<file path="config.mk">
export PLATFORM = sky130hd
export DESIGN_NAME = det_event_monitor
export DESIGN_NICKNAME = d
export VERILOG_FILES = /design/src/rtl/det_event_monitor.sv
export SDC_FILE = /design/constraint.sdc
export NUM_CORES = 1
export LEC_CHECK = 0
export BUFFER_PORTS_ARGS = -buffer_cell sky130_fd_sc_hd__buf_4
export CAP_MARGIN = 20
export CORE_MARGIN = 5
export CORE_UTILIZATION = 51
export CTS_BUF_LIST = sky130_fd_sc_hd__clkbuf_4 sky130_fd_sc_hd__clkbuf_8 sky130_fd_sc_hd__clkbuf_16
export DETAILED_ROUTE_END_ITERATION = 10
export GPL_TIMING_DRIVEN = 0
export MAX_ROUTING_LAYER = met4
export PLACE_DENSITY = 0.71
export REMOVE_ABC_BUFFERS = 1
export SLEW_MARGIN = 20
export SYNTH_ARGS = -nofsm -noshare
export SYNTH_HDL_FRONTEND = slang
export SYNTH_SLANG_ARGS = --single-unit
</file>
<file path="constraint.sdc">
create_clock -name clk -period 1.6 [get_ports clk]
set_input_delay 0.4 -clock clk [delete_from_list [all_inputs] [get_ports clk]]
set_output_delay 0.4 -clock clk [all_outputs]
set_load 0.05 [all_outputs]
</file>
<file path="src/rtl/det_event_monitor.sv">
// det_event_monitor: counts pattern-detector pulses, measures inter-detection gaps,
// and raises a software-acknowledged alarm on bursts of THRESH detections within WIN cycles.
module det_event_monitor #(
  parameter int CNT_W  = 8,
  parameter int WIN    = 16,
  parameter int THRESH = 3
) (
  input  logic             clk,
  input  logic             rst,
  input  logic             w,
  input  logic             clr,
  input  logic             ack,
  output logic [CNT_W-1:0] total_cnt,
  output logic [CNT_W-1:0] last_gap,
  output logic             gap_vld,
  output logic             busy,
  output logic             alarm
);
  localparam int HW = $clog2(THRESH + 1);
  localparam int WW = $clog2(WIN);
  typedef enum logic [1:0] {IDLE, ARMED, ALARM} state_t;
  state_t           r_state, w_state_n;
  logic [HW-1:0]    r_hit, w_hit_n;
  logic [WW-1:0]    r_win, w_win_n;
  logic [CNT_W-1:0] r_total, r_gap, r_run;
  logic             r_gap_vld, r_seen;
  logic             w_last, w_trip;
  assign w_last = r_win == WW'(WIN - 1);
  assign w_trip = w && (r_hit + HW'(1) == HW'(THRESH));
  // a detection on the expiring edge or on the acknowledging edge opens a fresh window
  always_comb begin
    w_state_n = r_state;
    w_hit_n   = r_hit;
    w_win_n   = r_win;
    case (r_state)
      IDLE: if (w) begin
        w_state_n = ARMED;
        w_hit_n   = HW'(1);
        w_win_n   = '0;
      end
      ARMED: if (w_trip) w_state_n = ALARM;
      else if (w_last) begin
        w_state_n = w ? ARMED : IDLE;
        w_hit_n   = HW'(w);
        w_win_n   = '0;
      end else begin
        w_win_n = r_win + WW'(1);
        w_hit_n = r_hit + HW'(w);
      end
      ALARM: if (ack) begin
        w_state_n = w ? ARMED : IDLE;
        w_hit_n   = HW'(w);
        w_win_n   = '0;
      end
      default: w_state_n = IDLE;
    endcase
  end
  always_ff @(posedge clk or posedge rst) begin
    if (rst) begin
      r_state   <= IDLE;
      r_hit     <= '0;
      r_win     <= '0;
      r_total   <= '0;
      r_gap     <= '0;
      r_run     <= '0;
      r_gap_vld <= 1'b0;
      r_seen    <= 1'b0;
    end else if (clr) begin
      r_state   <= IDLE;
      r_hit     <= '0;
      r_win     <= '0;
      r_total   <= '0;
      r_gap     <= '0;
      r_run     <= '0;
      r_gap_vld <= 1'b0;
      r_seen    <= 1'b0;
    end else begin
      r_state <= w_state_n;
      r_hit   <= w_hit_n;
      r_win   <= w_win_n;
      r_run   <= w ? '0 : r_run + CNT_W'(~&r_run);
      if (w) begin
        r_total <= r_total + CNT_W'(~&r_total);
        r_seen  <= 1'b1;
        if (r_seen) begin
          r_gap     <= r_run + CNT_W'(~&r_run);
          r_gap_vld <= 1'b1;
        end
      end
    end
  end
  assign total_cnt = r_total;
  assign last_gap  = r_gap;
  assign gap_vld   = r_gap_vld;
  assign busy      = r_state == ARMED;
  assign alarm     = r_state == ALARM;
endmodule

</file>
==> metrics.txt, run 1 <==
# TYPE chip_impl_metric gauge
chip_impl_metric{name="post-route-worst-setup-slack",unit="ns"} -0.142
chip_impl_metric{name="detailedRoute.firstIterationViolations",unit=""} 49
chip_impl_metric{name="number_of_non_filler_instances_in_the_completed_layout",unit=""} 271
chip_impl_info{name="hold_path.class",value="primary input to async pin"} 1
chip_impl_metric{name="finalNetCount",unit=""} 239
chip_impl_metric{name="min_period_over_period",unit="%"} 109
chip_impl_info{name="violations",value="setup timing"} 1
chip_impl_metric{name="htree_levels",unit=""} 2
chip_impl_info{name="worst-setup-path-type",value="flop to flop"} 1
chip_impl_metric{name="clk_path_buf_depth",unit=""} 2
chip_impl_metric{name="clock-sinks",unit=""} 34
chip_impl_metric{name="drt_pass1_iterations",unit=""} 4
chip_impl_metric{name="synth-seq-area-share",unit="%"} 48.4
chip_impl_metric{name="critical_path.max_stage_delay",unit="ns"} 0.44
chip_impl_metric{name="post_drt_wl_per_cell",unit="µm"} 15.7
chip_impl_metric{name="max_cap_viol_count",unit=""} 0
chip_impl_metric{name="tightestPinTransition",unit="ns"} 0.715
chip_impl_metric{name="netlist_area",unit="µm²"} 1760
chip_impl_metric{name="initial_core_util",unit="%"} 52.6
chip_impl_metric{name="internal-power",unit="mW"} 1.54
chip_impl_metric{name="postSynthCellCount",unit=""} 173
chip_impl_metric{name="maxSlewViolCount",unit=""} 0
chip_impl_metric{name="die_w",unit="µm"} 68.7
chip_impl_metric{name="grt_antenna_before_repair",unit=""} 0
chip_impl_metric{name="postRouteWirelength",unit="mm"} 4.25
chip_impl_info{name="sort_of_element_at_the_start_of_the_critical_path",value="flop"} 1
chip_impl_metric{name="power.share.clock",unit="%"} 21.6
chip_impl_info{name="synthTopCellsByArea",value="sky130_fd_sc_hd__dfrtp_1 (48%), sky130_fd_sc_hd__ha_1 (7.1%), sky130_fd_sc_hd__nor2_1 (5.8%)"} 1
chip_impl_metric{name="hold_buffers",unit=""} 0
chip_impl_info{name="rsz0062_at_grt",value="yes"} 1
chip_impl_metric{name="clock-skew-final",unit="ns"} 0.0137
chip_impl_metric{name="timing_hold_violations_final",unit=""} 0
chip_impl_metric{name="drcViolationCount",unit=""} 0
chip_impl_metric{name="power_share_of_the_sequential_group",unit="%"} 41.9
chip_impl_metric{name="fp.dieH",unit="µm"} 68.7
chip_impl_metric{name="coreArea",unit="µm²"} 3340
chip_impl_metric{name="netSwitchingPower",unit="µW"} 835
chip_impl_metric{name="postSynthAreaPerCell",unit="µm²"} 10.2
chip_impl_metric{name="track_usage",unit="%"} 19.7
chip_impl_metric{name="number_of_global_route_vias_before_repair",unit=""} 1421
chip_impl_info{name="setup.worst_path.end_class",value="flop"} 1
chip_impl_metric{name="leakage",unit="nW"} 1.13
chip_impl_metric{name="synthesis.yosys.warnings",unit=""} 0
chip_impl_metric{name="row_count",unit=""} 21
chip_impl_metric{name="global_route.overflow_total",unit=""} 0
chip_impl_metric{name="post-place-cells",unit=""} 235
chip_impl_metric{name="number_of_buffers_created_by_cts",unit=""} 5
chip_impl_info{name="ctsRootBufferMaster",value="sky130_fd_sc_hd__clkbuf_4"} 1
chip_impl_metric{name="area_delta_synth_final",unit="%"} 38.7
chip_impl_metric{name="post-synth-top-area-fraction",unit="%"} 48.4
chip_impl_metric{name="final_core_util",unit="%"} 73.0
chip_impl_metric{name="p_per_area",unit="nW/µm²"} 973
chip_impl_metric{name="crit_fanout",unit=""} 6
chip_impl_metric{name="cts.clk_slew.worst_paths",unit="ns"} 0.11
chip_impl_metric{name="highest_attainable_clock_frequency",unit="MHz"} 574
chip_impl_info{name="critical-path-slowest-cell",value="sky130_fd_sc_hd__dfrtp_1"} 1
chip_impl_info{name="run_status",value="finished, violations left"} 1
chip_impl_metric{name="post-route-min-period",unit="ns"} 1.74
chip_impl_metric{name="final_ant_viol_nets",unit=""} 0
chip_impl_metric{name="critical_path_required",unit="ns"} 1.85
chip_impl_info{name="critical_path.cell_chain",value="inv_2 -> ha_4 -> or3_4 -> and2_4 -> o22a_1 -> a31oi_1"} 1
chip_impl_metric{name="io_pins",unit=""} 24
chip_impl_metric{name="io_buffer_count",unit=""} 23
chip_impl_metric{name="clkLatencyLatePin",unit="ns"} 0.34
chip_impl_metric{name="placement.setup.worst_slack",unit="ns"} -0.382
chip_impl_metric{name="grt_pass1_wl",unit="mm"} 6.53
chip_impl_metric{name="fp.dieArea",unit="µm²"} 4720
chip_impl_metric{name="n_antenna_cell",unit=""} 0
chip_impl_metric{name="final_report_setup_violation_count",unit=""} 13
chip_impl_metric{name="power_frac_comb",unit="%"} 36.5
chip_impl_info{name="synth_top_area_cell",value="sky130_fd_sc_hd__dfrtp_1"} 1
chip_impl_metric{name="power_switching_share",unit="%"} 35.2
chip_impl_metric{name="timing.critical_path.arrival",unit="ns"} 1.99
chip_impl_metric{name="final_estimated_routing_congestion_in_global_placement",unit=""} 0.887
chip_impl_metric{name="via_per_instance_ratio",unit=""} 5.47
chip_impl_metric{name="vdd_ir_drop_max",unit="mV"} 0.460
chip_impl_metric{name="synth_cell_type_count",unit=""} 41
chip_impl_info{name="tritoncts",value="yes"} 1
chip_impl_metric{name="drive_gt1_share",unit="%"} 40.0
chip_impl_metric{name="slew_headroom",unit="%"} 52.3
chip_impl_metric{name="maximum_number_of_pins_on_one_net_before_global_route_repair",unit=""} 35
chip_impl_metric{name="via_count",unit=""} 1483
chip_impl_metric{name="dpl_wire_length",unit="mm"} 2.36
chip_impl_metric{name="synth_seq_cells",unit=""} 34
-- logic make-up after synthesis --
kind of cell	Yosys count	synth area share, %
compound gates	25	11.1
xor+xnor	10	4.99
fa+ha+maj	10	7.12
buf+inv	14	3.42
flops	34	48.4
mux	6	3.49
simple gates	74	21.4
-- critical path: cells and delay by family, from the launching register on --
family | cells | cell delay [ns]
and+or+nand+nor | 2 | 0.59
DFF | 1 | 0.44
AOI/OAI and AO/OA | 2 | 0.33
adders and majority gates | 1 | 0.20
buffers and inverters | 1 | 0.09
-- cell usage in the layout (no fill, tap or decap), types with 2 or more instances in the layout --
cell / count
sky130_fd_sc_hd__buf_4: 45
sky130_fd_sc_hd__dfrtp_1: 31
sky130_fd_sc_hd__nor2_1: 27
sky130_fd_sc_hd__nand3_1: 8
sky130_fd_sc_hd__ha_4: 7
sky130_fd_sc_hd__a211oi_1: 6
sky130_fd_sc_hd__xor2_1: 6
sky130_fd_sc_hd__nand2_1: 6
sky130_fd_sc_hd__nand4_1: 6
sky130_fd_sc_hd__mux2i_1: 5
sky130_fd_sc_hd__clkbuf_4: 5
sky130_fd_sc_hd__inv_1: 4
sky130_fd_sc_hd__and3_1: 4
sky130_fd_sc_hd__a21oi_1: 4
sky130_fd_sc_hd__buf_8: 4
sky130_fd_sc_hd__xor2_2: 3
sky130_fd_sc_hd__a21o_1: 3
sky130_fd_sc_hd__ha_1: 3
sky130_fd_sc_hd__dfrtp_2: 3
sky130_fd_sc_hd__nand2b_1: 2
sky130_fd_sc_hd__nand2_2: 2
sky130_fd_sc_hd__o21ai_0: 2
sky130_fd_sc_hd__or3_1: 2
sky130_fd_sc_hd__inv_2: 2
sky130_fd_sc_hd__a41oi_1: 2
sky130_fd_sc_hd__nor3_1: 2
sky130_fd_sc_hd__buf_6: 2
-- Yosys cell counts, drive strengths merged --
library cell and count:
nor4 1, nor3 3, a31oi 1, a211oi 6, nand3b 1, o21bai 1, mux2 1, nor2b 2
a21o 3, buf 6, o21ai 4, and4 1, a211o 1, nand3 9, or3 3, dfrtp 34
and3 5, nand4b 1, clkbuf 1, xor2 9, mux2i 5, xnor2 1, a41oi 3, nand2b 3
nor2 27, inv 7, o2111a 1, nand4 6, ha 10, and2 2, a21oi 4, o22a 1
nand2 8, or2 2
-- sequential cells by signal (all words and copies together), names as in the netlist --
register	count
r_win	4
r_run	8
r_hit	2
total_cnt	8
last_gap	8
r_seen	1
gap_vld	1
r_state	2
-- metal layers --
| metal | global-route usage (%) | part of all wire [%] | wire length (µm) |
|---|---|---|---|
| met5 | - | 0 | 0 |
| met4 | 9.73 | 2.6 | 112 |
| met3 | 3.89 | 3.0 | 126 |
| met2 | 32.5 | 52 | 2190 |
| met1 | 22.9 | 43 | 1820 |
-- final timing paths --
path	start	end	slack, ns	cells after the start
min in group clk	w	r_seen	0.42	3
hold reg to reg	r_seen	r_seen	0.50	2
setup reg to reg	r_state[1]	r_win[3]	-0.14	6
setup / recovery	r_state[1]	r_win[3]	-0.14	6
max in group asynchronous	rst	r_state[0]	0.93	2
hold / removal	rst	total_cnt[5]	0.17	2
-- area by class of cell --
| type | instances | area [µm²] |
|---|---|---|
| Clock inverter | 2 | 12.5 |
| Multi-Input combinational cell | 125 | 1010 |
| Clock buffer | 6 | 51.3 |
| Inverter | 7 | 28.8 |
| Fill cell | 240 | 901 |
| Tap cell | 46 | 57.6 |
| Sequential cell | 34 | 855 |
| Timing Repair Buffer | 51 | 420 |
-- stage by stage --
stage / hold slack [ns] / power, mW / setup TNS, ns / instance area (µm²)
2_1_floorplan: 0.453 / 1.44 / -5.26 / 1720
3_3_place_gp: 0.467 / 1.57 / -2.57 / 1950
3_5_place_dp: 0.480 / 1.59 / -3.41 / 1950
4_1_cts: 0.176 / 2.28 / -0.780 / 2270
5_1_grt: 0.221 / 2.48 / -2.25 / 2440
6_report: 0.172 / 2.37 / -0.983 / 2440
-- power groups by stage --
stage	registers, mW	clock network, mW	logic (mW)
floorplan	1.03	0	0.404
finish	0.993	0.512	0.866
detailed placement	0.984	0	0.606
global placement	0.979	0	0.591
global route	0.999	0.564	0.920
CTS	0.978	0.531	0.772
-- timing repair --
action	CTS	global route
gates cloned	0	0
setup endpoints to repair	25	25
gates resized for setup	29	17
pin swaps	21	11
buffers inserted	17	11
(Power assumes the default switching activity.)
==> inputs of run 2 (changes only) <==
--- a/config.mk
+++ b/config.mk
@@ -11,7 +11,6 @@
 export CORE_UTILIZATION = 51
 export CTS_BUF_LIST = sky130_fd_sc_hd__clkbuf_4 sky130_fd_sc_hd__clkbuf_8 sky130_fd_sc_hd__clkbuf_16
 export DETAILED_ROUTE_END_ITERATION = 10
-export GPL_TIMING_DRIVEN = 0
 export MAX_ROUTING_LAYER = met4
 export PLACE_DENSITY = 0.71
 export REMOVE_ABC_BUFFERS = 1
==> constraint.sdc (replaced) <==
create_clock -name clk -period 1.6 [get_ports clk]
set_input_delay 0.4 -clock clk [delete_from_list [all_inputs] [get_ports clk]]
set_output_delay 0.4 -clock clk [all_outputs]
set_load 0.01 [all_outputs]
==> metrics.txt, run 2 (same netlist as run 1, synthesis figures left out) <==
# TYPE chip_impl_metric gauge
chip_impl_metric{name="drcViolationCount",unit=""} 0
chip_impl_metric{name="holdWs",unit="ns"} 0.146
chip_impl_info{name="setup.worst_path.end_class",value="flop"} 1
chip_impl_metric{name="htree_levels",unit=""} 2
chip_impl_metric{name="drt_pass1_iterations",unit=""} 4
chip_impl_metric{name="cts.clk_slew.worst_paths",unit="ns"} 0.10
chip_impl_info{name="layout.cells.most_common_list",value="sky130_fd_sc_hd__buf_4 (55), sky130_fd_sc_hd__dfrtp_1 (33), sky130_fd_sc_hd__nor2_1 (27)"} 1
chip_impl_metric{name="max_cap_viol_count",unit=""} 0
chip_impl_metric{name="post-route-worst-setup-slack",unit="ns"} -0.173
chip_impl_metric{name="initial_core_util",unit="%"} 52.6
chip_impl_metric{name="cell_count_of_the_worst_reg_to_reg_path",unit=""} 6
chip_impl_metric{name="timing.critical_path.arrival",unit="ns"} 2.00
chip_impl_metric{name="leakage",unit="nW"} 1.19
chip_impl_metric{name="n_fill_cell",unit=""} 240
chip_impl_metric{name="post-route-min-period",unit="ns"} 1.77
chip_impl_info{name="ctsRootBufferMaster",value="sky130_fd_sc_hd__clkbuf_4"} 1
chip_impl_metric{name="final_report_setup_violation_count",unit=""} 12
chip_impl_metric{name="fp.dieH",unit="µm"} 68.7
chip_impl_metric{name="global_route.overflow_total",unit=""} 0
chip_impl_info{name="rsz0062_at_grt",value="yes"} 1
chip_impl_metric{name="grt_antenna_before_repair",unit=""} 0
chip_impl_metric{name="tightestPinTransition",unit="ns"} 0.430
chip_impl_metric{name="highest_attainable_clock_frequency",unit="MHz"} 564
chip_impl_metric{name="p_per_area",unit="nW/µm²"} 933
chip_impl_metric{name="clock-sinks",unit=""} 34
chip_impl_metric{name="timing_hold_violations_final",unit=""} 0
chip_impl_metric{name="crit_fanout",unit=""} 6
chip_impl_metric{name="post_drt_wl_per_cell",unit="µm"} 16.3
chip_impl_metric{name="maxSlewViolCount",unit=""} 0
chip_impl_metric{name="io_buffer_count",unit=""} 23
chip_impl_metric{name="grt_pass1_wl",unit="mm"} 7.05
chip_impl_metric{name="number_of_global_route_vias_before_repair",unit=""} 1496
chip_impl_metric{name="n_antenna_cell",unit=""} 0
chip_impl_metric{name="die_w",unit="µm"} 68.7
chip_impl_info{name="hold_path.class",value="primary input to async pin"} 1
chip_impl_metric{name="number_of_buffers_created_by_cts",unit=""} 5
chip_impl_metric{name="r2r_setup_slack",unit="ns"} -0.17
chip_impl_metric{name="via_count",unit=""} 1520
chip_impl_metric{name="finalNetCount",unit=""} 251
chip_impl_metric{name="final_estimated_routing_congestion_in_global_placement",unit=""} 0.923
chip_impl_metric{name="row_count",unit=""} 21
chip_impl_metric{name="critical_path_required",unit="ns"} 1.83
chip_impl_metric{name="fp.dieArea",unit="µm²"} 4720
chip_impl_info{name="tritoncts",value="yes"} 1
chip_impl_metric{name="area_delta_synth_final",unit="%"} 45.7
chip_impl_info{name="worst-setup-path-type",value="flop to flop"} 1
chip_impl_metric{name="drive_gt1_share",unit="%"} 46.4
chip_impl_metric{name="final_ant_viol_nets",unit=""} 0
chip_impl_metric{name="detailedRoute.firstIterationViolations",unit=""} 99
chip_impl_metric{name="via_per_instance_ratio",unit=""} 5.37
chip_impl_metric{name="hold_buffers",unit=""} 0
chip_impl_metric{name="vdd_ir_drop_max",unit="mV"} 0.666
chip_impl_metric{name="io_pins",unit=""} 24
chip_impl_metric{name="clock-skew-final",unit="ns"} 0.00902
chip_impl_metric{name="clk_path_buf_depth",unit=""} 2
chip_impl_info{name="violations",value="setup timing"} 1
chip_impl_info{name="sort_of_element_at_the_start_of_the_critical_path",value="flop"} 1
chip_impl_metric{name="coreArea",unit="µm²"} 3340
chip_impl_metric{name="slew_headroom",unit="%"} 71.3
chip_impl_metric{name="min_period_over_period",unit="%"} 111
chip_impl_info{name="run_status",value="finished, violations left"} 1
chip_impl_info{name="reg2reg_from",value="r_state[0]"} 1
chip_impl_metric{name="track_usage",unit="%"} 21.1
chip_impl_metric{name="post-place-cells",unit=""} 262
chip_impl_metric{name="maximum_number_of_pins_on_one_net_before_global_route_repair",unit=""} 35
chip_impl_metric{name="clkLatencyLatePin",unit="ns"} 0.34
chip_impl_info{name="crit_start",value="r_state[0]"} 1
chip_impl_info{name="final_common_cell",value="sky130_fd_sc_hd__buf_4"} 1
chip_impl_metric{name="dpl_wire_length",unit="mm"} 2.88
chip_impl_metric{name="number_of_non_filler_instances_in_the_completed_layout",unit=""} 283
chip_impl_metric{name="postRouteWirelength",unit="mm"} 4.63
chip_impl_info{name="crit_reg_reg_endpoint",value="r_win[1]"} 1
[run 2: changes by cell type in the layout (fill, tap and decap cells not counted), moves of 2 or more]
cell                       delta
sky130_fd_sc_hd__a211oi_2     +4
sky130_fd_sc_hd__buf_4       +10
sky130_fd_sc_hd__nand2_2      +2
sky130_fd_sc_hd__nand3_1      -3
sky130_fd_sc_hd__nand3_4      +2
sky130_fd_sc_hd__dfrtp_2      -2
sky130_fd_sc_hd__buf_8        -4
sky130_fd_sc_hd__dfrtp_1      +2
sky130_fd_sc_hd__buf_6        +6
sky130_fd_sc_hd__a211oi_1     -4
sky130_fd_sc_hd__nand2_1      -2
[run 2: how the worst max path moves through the flow]
stage | slack (ns) | endpoint | cells after the start
3_3_place_gp | -0.15 | total_cnt[6] | 8
3_5_place_dp | -0.23 | total_cnt[6] | 8
5_1_grt | -0.21 | r_hit[1] | 6
6_report | -0.17 | r_win[1] | 6
4_1_cts | -0.14 | busy | 5
2_1_floorplan | -0.22 | total_cnt[6] | 8
[run 2: cell type report]
type	count	area [µm²]	area share (%)
inverter	7	26.3	1.03
timing repair buffer	63	503	19.6
clock inverter	1	5.00	0.196
clock buffer	7	58.8	2.30
sequential	34	852	33.3
multi-input combinational	125	1060	41.3
tap	46	57.6	2.25
[run 2: stage by stage]
| stage | setup TNS [ns] | power (mW) | setup slack, ns | util, % | area (µm²) |
|---|---|---|---|---|---|
| 4_1_cts | -0.877 | 2.29 | -0.137 | 72.0 | 2400 |
| 6_report | -1.36 | 2.39 | -0.173 | 76.7 | 2560 |
| 3_3_place_gp | -0.828 | 1.62 | -0.146 | 64.6 | 2160 |
| 5_1_grt | -2.32 | 2.53 | -0.215 | 76.7 | 2560 |
| 3_5_place_dp | -1.94 | 1.64 | -0.226 | 64.6 | 2160 |
| 2_1_floorplan | -0.946 | 1.34 | -0.220 | - | 1720 |
[run 2: repair_timing]
| action | in CTS | in global routing |
|---|---|---|
| pin swaps | 24 | 22 |
| setup endpoints to repair | 24 | 26 |
| resized for setup | 29 | 23 |
| setup buffers | 7 | 6 |
| endpoints found under the hold margin | 0 | 0 |
| cloned | 0 | 0 |
[run 2: report_power, final]
part / switching [mW] / total, mW / internal (mW)
clock network: 0.285 / 0.514 / 0.230
registers: 0.0605 / 0.977 / 0.917
logic: 0.398 / 0.896 / 0.498
total: 0.743 / 2.39 / 1.64
[run 2: routing by layer]
metal  track usage [%]  wire length [µm]  vias up
met5                 -                 0        -
met4              6.33                89        0
met3              6.32               221        9
met2              34.6              2290       38
met1              25.0              2030      743
li1                  -                 -      730
[run 2: worst max-delay path: stages (launching register included)]
cell and delay, ns:
sky130_fd_sc_hd__dfrtp_1 0.45, sky130_fd_sc_hd__inv_2 0.09, sky130_fd_sc_hd__ha_4 0.17, sky130_fd_sc_hd__or3_4 0.38, sky130_fd_sc_hd__a41oi_4 0.33, sky130_fd_sc_hd__buf_4 0.18
sky130_fd_sc_hd__o21ai_1 0.06
